$ cat src/rtl/drive_state_tracker_if.sv
// Bundle between the drive controller, the state tracker and the display/LED logic.
// Latency: none, wires only; the tracker registers every output it drives.
// Backpressure: none; requests are levels and the tracker samples them every cycle.
interface drive_state_tracker_if #(
  parameter int MILE_W = 24
);
  // Mode and power buttons
  logic              enable;
  logic              power_on;
  logic              power_off;
  // Controller requests
  logic [1:0]        state_next;
  logic              brake_off;
  logic              move_forward;
  logic              move_backward;
  logic              turn_left;
  logic              turn_right;
  // Tracker results
  logic [1:0]        state_cur;
  logic [MILE_W-1:0] mileage;
  logic [1:0]        motion;
  logic              tick;
  logic              led_left;
  logic              led_right;

  // Controller side: drives requests, consumes the state feedback and displays
  modport master (
    output enable, power_on, power_off, state_next, brake_off,
           move_forward, move_backward, turn_left, turn_right,
    input  state_cur, mileage, motion, tick, led_left, led_right
  );

  // Tracker side
  modport slave (
    input  enable, power_on, power_off, state_next, brake_off,
           move_forward, move_backward, turn_left, turn_right,
    output state_cur, mileage, motion, tick, led_left, led_right
  );
endinterface

$ cat src/rtl/drive_state_tracker.sv
// Registers the drive controller's next state and turns its requests into odometer, motion tick and blinking lamps.
// Latency: state, motion and lamp request appear 1 cycle after the inputs; power-on needs POWER_HOLD held cycles.
// Backpressure: none; every input is sampled each cycle and outputs are always valid.
module drive_state_tracker #(
  parameter int TICK_DIV   = 100_000_000,
  parameter int BLINK_DIV  = 50_000_000,
  parameter int POWER_HOLD = 100_000_000,
  parameter int MILE_W     = 24
) (
  input  logic                  clk,
  input  logic                  rst_n,
  drive_state_tracker_if.slave  bus
);

  typedef enum logic [1:0] {
    OFF          = 2'b00,
    NOT_STARTING = 2'b01,
    STARTING     = 2'b11,
    MOVING       = 2'b10
  } drive_state_t;

  localparam int TICK_W  = $clog2(TICK_DIV);
  localparam int BLINK_W = $clog2(BLINK_DIV);
  localparam int HOLD_W  = (POWER_HOLD > 1) ? $clog2(POWER_HOLD) : 1;

  localparam logic [TICK_W-1:0]  TICK_LAST  = TICK_W'(TICK_DIV - 1);
  localparam logic [BLINK_W-1:0] BLINK_LAST = BLINK_W'(BLINK_DIV - 1);
  localparam logic [HOLD_W-1:0]  HOLD_LAST  = HOLD_W'(POWER_HOLD - 1);

  drive_state_t       state, state_nxt;
  logic [HOLD_W-1:0]  hold_cnt, hold_nxt;
  logic               power_up;

  logic [TICK_W-1:0]  tick_cnt;
  logic               tick;
  logic [1:0]         motion;
  logic [MILE_W-1:0]  mileage;

  logic [BLINK_W-1:0] blink_cnt;
  logic               phase;
  logic               req_l, req_r;
  logic               lamp_ok, nreq_l, nreq_r;

  // State register and power-hold counter
  always_ff @(posedge clk or negedge rst_n) begin
    if (!rst_n) begin
      state    <= OFF;
      hold_cnt <= '0;
    end else begin
      state    <= state_nxt;
      hold_cnt <= hold_nxt;
    end
  end

  // Next state: power-off beats brake, brake beats power-on hold, hold beats the controller's request
  always_comb begin
    state_nxt = state;
    hold_nxt  = hold_cnt;
    power_up  = 1'b0;
    if (bus.power_off) begin
      state_nxt = OFF;
      hold_nxt  = '0;
    end else if (bus.enable && (state != OFF) && bus.brake_off) begin
      state_nxt = OFF;
    end else if (state == OFF) begin
      if (bus.power_on) begin
        if (hold_cnt == HOLD_LAST) begin
          state_nxt = NOT_STARTING;
          hold_nxt  = '0;
          power_up  = 1'b1;
        end else begin
          hold_nxt = hold_cnt + 1'b1;
        end
      end else begin
        hold_nxt = '0;
      end
    end else if (bus.enable) begin
      state_nxt = drive_state_t'(bus.state_next);
    end
  end

  // Free-running motion tick; pulse lands in the cycle after the counter's last value
  always_ff @(posedge clk or negedge rst_n) begin
    if (!rst_n) begin
      tick_cnt <= '0;
      tick     <= 1'b0;
    end else begin
      tick     <= (tick_cnt == TICK_LAST);
      tick_cnt <= (tick_cnt == TICK_LAST) ? '0 : tick_cnt + 1'b1;
    end
  end

  // Motion direction, only while enabled and actually moving; conflicting requests cancel
  always_ff @(posedge clk or negedge rst_n) begin
    if (!rst_n) begin
      motion <= 2'b00;
    end else if (bus.enable && (state == MOVING)) begin
      motion <= {bus.move_forward & ~bus.move_backward,
                 bus.move_backward & ~bus.move_forward};
    end else begin
      motion <= 2'b00;
    end
  end

  // Saturating odometer; a fresh power-on starts the trip at zero
  always_ff @(posedge clk or negedge rst_n) begin
    if (!rst_n) begin
      mileage <= '0;
    end else if (power_up) begin
      mileage <= '0;
    end else if (tick && (motion != 2'b00) && (mileage != '1)) begin
      mileage <= mileage + 1'b1;
    end
  end

  // Lamps only respond while enabled and powered; both directions at once means neither
  assign lamp_ok = bus.enable && (state != OFF);
  assign nreq_l  = lamp_ok && bus.turn_left  && !bus.turn_right;
  assign nreq_r  = lamp_ok && bus.turn_right && !bus.turn_left;

  // Blink timer: a newly requested direction restarts lit, then toggles every BLINK_DIV cycles
  always_ff @(posedge clk or negedge rst_n) begin
    if (!rst_n) begin
      req_l     <= 1'b0;
      req_r     <= 1'b0;
      blink_cnt <= '0;
      phase     <= 1'b0;
    end else begin
      req_l <= nreq_l;
      req_r <= nreq_r;
      if (!(nreq_l || nreq_r)) begin
        blink_cnt <= '0;
        phase     <= 1'b0;
      end else if ((nreq_l && !req_l) || (nreq_r && !req_r)) begin
        blink_cnt <= '0;
        phase     <= 1'b1;
      end else if (blink_cnt == BLINK_LAST) begin
        blink_cnt <= '0;
        phase     <= ~phase;
      end else begin
        blink_cnt <= blink_cnt + 1'b1;
      end
    end
  end

  assign bus.state_cur = state;
  assign bus.mileage   = mileage;
  assign bus.motion    = motion;
  assign bus.tick      = tick;
  assign bus.led_left  = req_l & phase;
  assign bus.led_right = req_r & phase;

endmodule

$ cat src/flat_wrapper.sv
// flat-port wrapper written by rule: the top's interface ports become plain ports
module drive_state_tracker_flat 
#(
  parameter int TICK_DIV   = 100_000_000,
  parameter int BLINK_DIV  = 50_000_000,
  parameter int POWER_HOLD = 100_000_000,
  parameter int MILE_W     = 24
)
  (clk, rst_n, bus_enable, bus_power_on, bus_power_off, bus_state_next, bus_brake_off, bus_move_forward, bus_move_backward, bus_turn_left, bus_turn_right, bus_state_cur, bus_mileage, bus_motion, bus_tick, bus_led_left, bus_led_right);
  drive_state_tracker_if #(.MILE_W(MILE_W)) bus_i ();
  input  logic clk;
  input  logic rst_n;
  input wire logic [$bits(bus_i.enable)-1:0] bus_enable;
  input wire logic [$bits(bus_i.power_on)-1:0] bus_power_on;
  input wire logic [$bits(bus_i.power_off)-1:0] bus_power_off;
  input wire logic [$bits(bus_i.state_next)-1:0] bus_state_next;
  input wire logic [$bits(bus_i.brake_off)-1:0] bus_brake_off;
  input wire logic [$bits(bus_i.move_forward)-1:0] bus_move_forward;
  input wire logic [$bits(bus_i.move_backward)-1:0] bus_move_backward;
  input wire logic [$bits(bus_i.turn_left)-1:0] bus_turn_left;
  input wire logic [$bits(bus_i.turn_right)-1:0] bus_turn_right;
  output wire logic [$bits(bus_i.state_cur)-1:0] bus_state_cur;
  output wire logic [$bits(bus_i.mileage)-1:0] bus_mileage;
  output wire logic [$bits(bus_i.motion)-1:0] bus_motion;
  output wire logic [$bits(bus_i.tick)-1:0] bus_tick;
  output wire logic [$bits(bus_i.led_left)-1:0] bus_led_left;
  output wire logic [$bits(bus_i.led_right)-1:0] bus_led_right;
  assign bus_i.enable = bus_enable;
  assign bus_i.power_on = bus_power_on;
  assign bus_i.power_off = bus_power_off;
  assign bus_i.state_next = bus_state_next;
  assign bus_i.brake_off = bus_brake_off;
  assign bus_i.move_forward = bus_move_forward;
  assign bus_i.move_backward = bus_move_backward;
  assign bus_i.turn_left = bus_turn_left;
  assign bus_i.turn_right = bus_turn_right;
  assign bus_state_cur = bus_i.state_cur;
  assign bus_mileage = bus_i.mileage;
  assign bus_motion = bus_i.motion;
  assign bus_tick = bus_i.tick;
  assign bus_led_left = bus_i.led_left;
  assign bus_led_right = bus_i.led_right;
  drive_state_tracker #(.TICK_DIV(TICK_DIV), .BLINK_DIV(BLINK_DIV), .POWER_HOLD(POWER_HOLD), .MILE_W(MILE_W)) u_core (.clk(clk), .rst_n(rst_n), .bus(bus_i));
endmodule
$ cat config.mk
export PLATFORM = sky130hd
export DESIGN_NAME = drive_state_tracker_flat
export DESIGN_NICKNAME = d
export VERILOG_FILES = /design/src/rtl/drive_state_tracker_if.sv /design/src/rtl/drive_state_tracker.sv /design/src/flat_wrapper.sv
export SDC_FILE = /design/constraint.sdc
export NUM_CORES = 1
export LEC_CHECK = 0
export CAP_MARGIN = 0
export CORE_ASPECT_RATIO = 0.5
export CORE_MARGIN = 3
export CORE_UTILIZATION = 58
export CTS_CLUSTER_DIAMETER = 60
export DETAILED_ROUTE_END_ITERATION = 7
export HOLD_SLACK_MARGIN = 0.08
export PLACE_DENSITY = 0.79
export SLEW_MARGIN = 15
export SYNTH_ARGS = -nofsm -noshare
export SYNTH_HDL_FRONTEND = slang
export SYNTH_SLANG_ARGS = --single-unit
$ cat constraint.sdc
create_clock -name clk -period 2.9 [get_ports clk]
set_clock_uncertainty 0.05 [all_clocks]
set_input_delay 0.58 -clock clk [delete_from_list [all_inputs] [get_ports clk]]
set_output_delay 0.58 -clock clk [all_outputs]
set_load 0.005 [all_outputs]
==> flow_metrics.env, run 1 <==
export IMPL_rsz0062_at_grt="false"
export IMPL_antenna_found_initial=0
export IMPL_ys_ff_latch=112
export IMPL_p_total_w=0.00308
export IMPL_cts_setup_buffers=0
export IMPL_grtUsageTotal_pct=22.2
export IMPL_hold_path_class="in2async"
export IMPL_worstPathCellList="ha_1 > and4_1 > nand4_2 > o21ai_0 > buf_4 > or4_1 > a21oi_1"
export IMPL_antenna_diode_count=0
export IMPL_io_buffers=42
export IMPL_finalSetupViolations=0
export IMPL_core_area_sq_um=9130
export IMPL_fmax_ghz=0.401
export IMPL_grt_pass1_vias=4303
export IMPL_syn_nets=605
export IMPL_crit_buf_inv=1
export IMPL_cts_resized=0
export IMPL_drc=0
export IMPL_layout_common_cells="dfrtp_1 (112), nor2_1 (92), xor2_1 (48), nand2_1 (44), clkdlybuf4s50_1 (41)"
export IMPL_cpMaxStageDelayCell="or4_1"
export IMPL_final_core_util_pct=72.5
export IMPL_power_density_nw_per_um2=466
export IMPL_post_dp_cell_area_sq_um=6260
export IMPL_layout_commonest_cell="dfrtp_1"
export IMPL_finalSetupTns_ns=0
export IMPL_fin_nets=646
export IMPL_critPathTopFamily="simple AND/OR/NAND/NOR gates"
export IMPL_crit_path_max_incr_delay_ns=0.51
export IMPL_ys_warn_count=0
export IMPL_p_sw_share_pct=20.1
export IMPL_netlist_instances=589
export IMPL_grt_use_met2_pct=35.3
export IMPL_grt_use_met3_pct=4.16
export IMPL_die_h_um=76.1
export IMPL_synth_area_sq_um=5690
export IMPL_startpoint_type="flip-flop"
export IMPL_dr_first_iter_drc_count=319
export IMPL_status="finished, final reports clean"
export IMPL_period_share_pct=86.0
export IMPL_peakVddDrop_mv=0.380
export IMPL_crit_path_end_kind="flip-flop"
export IMPL_worst_path_max_fanout=14
export IMPL_grt_start_max_net_pins=61
export IMPL_pwr_share_clk_pct=46.8
export IMPL_leakagePower_nw=2.68
export IMPL_grt_pass1_wl_mm=20.7
export IMPL_sequentialPowerShare_pct=50.9
export IMPL_clkLatencyLatePin_ns=0.35
export IMPL_postRouteAntennaNets=0
export IMPL_synth_xor_area_share_pct=12.3
export IMPL_clkTransAtPathRegs_ns=0.07
export IMPL_finish_instance_area_sq_um=6620
export IMPL_yosys_mux_area_fraction_pct=0.549
export IMPL_min_period_ns=2.49
export IMPL_cts_tree="yes"
export IMPL_hpwlAfterDp_mm=8.12
export IMPL_synthSimpleGateAreaFrac_pct=28.1
export IMPL_synth_flop_cell="dfrtp_1"
export IMPL_met1_usage_pct=31.6
export IMPL_place_congestion=0.893
export IMPL_wirelength_mm=12.1
export IMPL_synth_compound_area_share_pct=6.81
export IMPL_vias=4520
export IMPL_layout_drive_gt1_share_pct=5.83
export IMPL_grt_busiest_layer="met2"
export IMPL_max_cap_viol_count=0
export IMPL_synth_top_family_by_area="simple AND/OR/NAND/NOR gates"
export IMPL_h_tree_depth=3
export IMPL_initial_core_util_pct=62.4
export IMPL_max_clock_path_buffers=2
export IMPL_synth_fa_ha_area_share_pct=0.879
export IMPL_async_flop_share_pct=100
export IMPL_die_w_um=146
export IMPL_hold_buffers=0
export IMPL_cts_root_buffer="clkbuf_16"
export IMPL_crit_arrival_ns=2.72
export IMPL_synth_seq_area_share_pct=49.2
export IMPL_synth_edff_count=0
export IMPL_cellInternalPower_w=0.00246
export IMPL_cts_sinks=112
export IMPL_ios=43
export IMPL_yosys_cell_types_count=49
export IMPL_rows=24
export IMPL_syn_avg_cell_area_sq_um=9.67
export IMPL_worst_slew_pin_slew_ns=0.629
export IMPL_first_pass_iters=5
export IMPL_drv_slew=0
export IMPL_crit_required_ns=3.12
export IMPL_globalRouteOverflowTotal=0
export IMPL_die_area_sq_um=11100
export IMPL_worstSetupPathType="reg2reg"
export IMPL_p_switching_w=0.000619
export IMPL_n_fill_cell=682
export IMPL_hold_viol_final=0
export IMPL_viasPerCell=5.91
export IMPL_combPwrFrac_pct=2.4
export IMPL_slew_headroom_pct=57.6
export IMPL_area_delta_synth_final_pct=16.2
export IMPL_wl_per_cell_um=15.8
export IMPL_cts_made_buffers=9
[synth_stat cells, drive strengths merged, types with 2 or more instances]
library cell / n / area share, %
dfrtp: 112 / 49
a211oi: 3 / 0.40
nand3: 29 / 2.5
and4: 13 / 2.0
a31oi: 7 / 0.77
nor3: 17 / 1.6
clkbuf: 15 / 0.99
o211ai: 2 / 0.26
nor3b: 5 / 0.66
nand2b: 6 / 0.66
or4: 10 / 1.4
nor4: 9 / 1.5
xnor2: 32 / 4.9
xor2: 48 / 7.4
a21oi: 18 / 1.6
a21o: 3 / 0.40
nor2: 92 / 6.1
nand2: 44 / 2.9
nor2b: 3 / 0.33
o21ai: 10 / 0.88
o21ba: 2 / 0.35
nand4: 39 / 4.4
ha: 4 / 0.88
nor4b: 2 / 0.31
and3: 20 / 2.2
and2: 4 / 0.44
o31ai: 6 / 0.79
a22o: 2 / 0.31
nand3b: 4 / 0.53
buf: 6 / 0.64
or2: 2 / 0.22
inv: 7 / 0.46
mux2i: 2 / 0.35
o2111ai: 2 / 0.31
[path summary, 6_finish.rpt]
kind | slack (ns) | end | cells past startpoint | start
worst max-delay path | 0.41 | u_core.bus.mileage[17] | 7 | u_core.bus.mileage[0]
worst min-delay path | 0.1 | u_core.tick_cnt[2] | 1 | rst_n
worst max register to register | 0.41 | u_core.bus.mileage[17] | 7 | u_core.bus.mileage[0]
worst min register to register | 0.44 | u_core.tick_cnt[0] | 1 | u_core.tick_cnt[0]
max in group asynchronous | 2.00 | u_core.bus.state_cur[1] | 2 | rst_n
min in group clk | 0.44 | u_core.tick_cnt[0] | 1 | u_core.tick_cnt[0]
[kinds of logic (layout without fill, tap and decap cells)]
family,count (synthesis),count (layout)
and+or+nand+nor,302,302
DFF,112,112
xor gates and xnor gates,80,80
AOI/OAI and AO/OA,60,60
buffers and inverters,28,74
adders and majority gates,4,4
muxes,3,3
[layout make-up]
class / instances / area, sq um / area share (%)
Clock buffer: 10 / 239 / 3.61
Clock inverter: 6 / 115 / 1.74
Inverter: 7 / 26.3 / 0.397
Multi-Input combinational cell: 449 / 2770 / 41.9
Sequential cell: 112 / 2800 / 42.4
Tap cell: 130 / 163 / 2.46
Timing Repair Buffer: 51 / 498 / 7.53
[flip-flops by register name (all words and copies together), names as in the netlist]
register / count
u_core.bus.mileage: 24
u_core.req_r: 1
u_core.phase: 1
u_core.tick_cnt: 27
u_core.hold_cnt: 27
u_core.req_l: 1
u_core.blink_cnt: 26
u_core.bus.motion: 2
u_core.bus.tick: 1
u_core.bus.state_cur: 2
[worst reg2reg max path: stages, from the launching register on]
cell and delay (ns):
dfrtp_1 0.43, ha_1 0.24, and4_1 0.26, nand4_2 0.21, o21ai_0 0.28, buf_4 0.28, or4_1 0.51, a21oi_1 0.16
[per-stage QoR]
| step | setup slack, ns | hold slack (ns) | std cells |
|---|---|---|---|
| 3_3_place_gp | 0.531 | 0.421 | 749 |
| 3_5_place_dp | 0.386 | 0.422 | 749 |
| 4_1_cts | 0.430 | 0.111 | 765 |
| 2_1_floorplan | 0.800 | 0.234 | 589 |
| 5_1_grt | 0.316 | 0.125 | 765 |
| 6_report | 0.407 | 0.0968 | 765 |
[metal layers]
| metal | vias up | share of wire (%) |
|---|---|---|
| met5 | - | 0 |
| met4 | 0 | 1.0 |
| met3 | 13 | 4.4 |
| met2 | 120 | 47 |
| met1 | 2205 | 48 |
| li1 | 2182 | - |
[power by group through the flow]
stage	Combinational, W	Sequential, W	Clock, W
finish	0.0000732	0.00157	0.00144
global route	0.0000847	0.00157	0.00152
CTS	0.0000761	0.00157	0.00146
detailed placement	0.0000758	0.00160	0
global placement	0.0000745	0.00160	0
floorplan	0.0000190	0.00160	0
Note: power is estimated with default switching activity, not from simulation.
==> inputs of run 2 (changes only) <==
- GPL_TIMING_DRIVEN: unset -> 0
- SETUP_SLACK_MARGIN: unset -> 0.05
==> run 2 against run 1 <==
Count of clock-buffer cells in the layout increased by 2. Cell count increased by 1.7%. Setup slack got worse by 0.073 ns. Core utilization decreased by 0.055 points. Register-to-register slack got worse by 0.07 ns. Power decreased by 7.1%. Via count increased by 0.71%. Critical path depth decreased by 1. First-iteration DRC count increased by 20%. Critical path type unchanged. Highest routed layer unchanged.
==> flow_metrics.env, run 2 (synthesis gave the netlist of run 1 again) <==
export IMPL_status="finished, final reports clean"
export IMPL_initial_core_util_pct=62.4
export IMPL_dr_first_iter_drc_count=382
export IMPL_rows=24
export IMPL_startpoint_type="flip-flop"
export IMPL_peakVddDrop_mv=0.275
export IMPL_ios=43
export IMPL_power_density_nw_per_um2=433
export IMPL_max_cap_viol_count=0
export IMPL_cts_setup_buffers=0
export IMPL_p_switching_w=0.000582
export IMPL_grt_start_max_net_pins=88
export IMPL_layout_drive_gt1_share_pct=4.94
export IMPL_finalSetupTns_ns=0
export IMPL_worst_path_max_fanout=10
export IMPL_min_period_ns=2.57
export IMPL_hold_viol_final=0
export IMPL_slew_headroom_pct=38.3
export IMPL_fmax_ghz=0.390
export IMPL_final_core_util_pct=72.4
export IMPL_die_h_um=76.1
export IMPL_cts_tree="yes"
export IMPL_worst_slew_pin_slew_ns=0.918
export IMPL_die_w_um=146
export IMPL_postRouteAntennaNets=0
export IMPL_p_total_w=0.00286
export IMPL_cts_sinks=112
export IMPL_grtUsageTotal_pct=22.3
export IMPL_wl_per_cell_um=15.3
export IMPL_antenna_found_initial=0
export IMPL_grt_pass1_wl_mm=20.7
export IMPL_clkTransAtPathRegs_ns=0.07
export IMPL_pwr_share_clk_pct=42.5
export IMPL_worstSetupPathType="reg2reg"
export IMPL_top_regs="u_core.hold_cnt: 27 flops, u_core.tick_cnt: 27 flops, u_core.blink_cnt: 26 flops"
export IMPL_area_delta_synth_final_pct=16.1
export IMPL_wirelength_mm=11.9
export IMPL_crit_arrival_ns=2.72
export IMPL_clkLatencyLatePin_ns=0.35
export IMPL_timing_hold_ws_ns=0.430
export IMPL_hpwlAfterDp_mm=8.14
export IMPL_io_buffers=42
export IMPL_place_inst=762
export IMPL_layout_commonest_cell="dfrtp_1"
export IMPL_h_tree_depth=3
export IMPL_globalRouteOverflowTotal=0
export IMPL_vias=4552
export IMPL_crit_path_end_kind="flip-flop"
export IMPL_max_clock_path_buffers=2
export IMPL_layout_cells_non_filler=778
export IMPL_die_area_sq_um=11100
export IMPL_combPwrFrac_pct=2.7
export IMPL_leakagePower_nw=2.66
export IMPL_sequentialPowerShare_pct=54.8
export IMPL_drc=0
export IMPL_rsz0062_at_grt="false"
export IMPL_antenna_diode_count=0
export IMPL_p_sw_share_pct=20.3
export IMPL_cellInternalPower_w=0.00228
export IMPL_hold_path_class="reg2reg"
export IMPL_layout_common_cells="dfrtp_1 (112), nor2_1 (92), xor2_1 (48), nand2_1 (44), clkdlybuf4s50_1 (41)"
export IMPL_core_area_sq_um=9130
export IMPL_place_congestion=0.855
export IMPL_fin_nets=660
export IMPL_grt_pass1_vias=4353
export IMPL_crit_required_ns=3.06
export IMPL_first_pass_iters=7
export IMPL_drv_slew=0
export IMPL_cts_made_buffers=9
export IMPL_cts_root_buffer="clkbuf_16"
export IMPL_period_share_pct=88.5
export IMPL_finalSetupViolations=0
export IMPL_viasPerCell=5.85
==> run 2: cell count changes in the layout (fill, tap and decap cells not counted), moves of 2 or more <==
cell	previous run	this run
clkbuf_1	0	17
buf_4	9	0
buf_2	0	5
buf_6	0	2
bufinv_16	3	1
==> run 2: what timing repair did <==
item / in CTS / in global routing
endpoints found under the hold margin: 25 / 0
setup endpoints to repair: 0 / 4
hold buffers: 1 / 0
gates resized for setup: 0 / 2
==> run 2: final cells by class <==
cell class	count	area, sq um
multi-input cells	449	2780
well taps	130	163
inverters	7	26.3
fillers	699	2520
plain buffers	21	92.6
clock buffers	12	246
flip-flops and latches	112	2800
clock inverters	3	42.5
repair buffers	44	459
==> run 2: power by group through the flow <==
stage	Combinational (W)	Clock, W	Sequential, W
final	0.0000771	0.00122	0.00157
after global routing	0.0000877	0.00132	0.00157
after CTS	0.0000795	0.00124	0.00157
after detailed placement	0.0000779	0	0.00160
after global placement	0.0000714	0	0.00160
after floorplan	0.0000190	0	0.00160
==> run 2: through the flow <==
step                      cell area (sq um)  worst slack (ns)
after CTS                              6610             0.237
final                                  6610             0.333
after global routing                   6610             0.145
after global placement                 6280             -3.03
after floorplan                        5690             0.800
after detailed placement               6310          -0.00547
==> run 2: final timing paths <==
check / from / end / slack, ns / cells after the start
max: u_core.hold_cnt[11] / u_core.bus.mileage[1] / 0.33 / 6
min: u_core.tick_cnt[0] / u_core.tick_cnt[0] / 0.43 / 1
max reg2reg: u_core.hold_cnt[11] / u_core.bus.mileage[1] / 0.33 / 6
min reg2reg: u_core.tick_cnt[0] / u_core.tick_cnt[0] / 0.43 / 1
max in group asynchronous: rst_n / u_core.blink_cnt[9] / 1.52 / 3
min in group asynchronous: rst_n / u_core.tick_cnt[2] / 0.61 / 2
==> run 2: per-layer routing <==
metal	share of wire (%)	GRT usage, %	wire length (um)
met2	46	34.5	5500
met1	46	30.5	5540
met3	5.8	6.54	690
met4	1.6	6.85	190
met5	0	0	0
==> run 2: critical path: stages (launching register included) <==
cell      delay (ns)
dfrtp_1         0.36
clkbuf_1        0.17
nor4b_1         0.53
nand4_1         0.32
nor3_4          0.40
clkbuf_1        0.47
nor2_1          0.11
==> inputs of run 3 (changes only) <==
- CAP_MARGIN: 0 -> unset
==> results of run 3 <==
No change in the layout: final DEF, timing and power equal those of run 2.
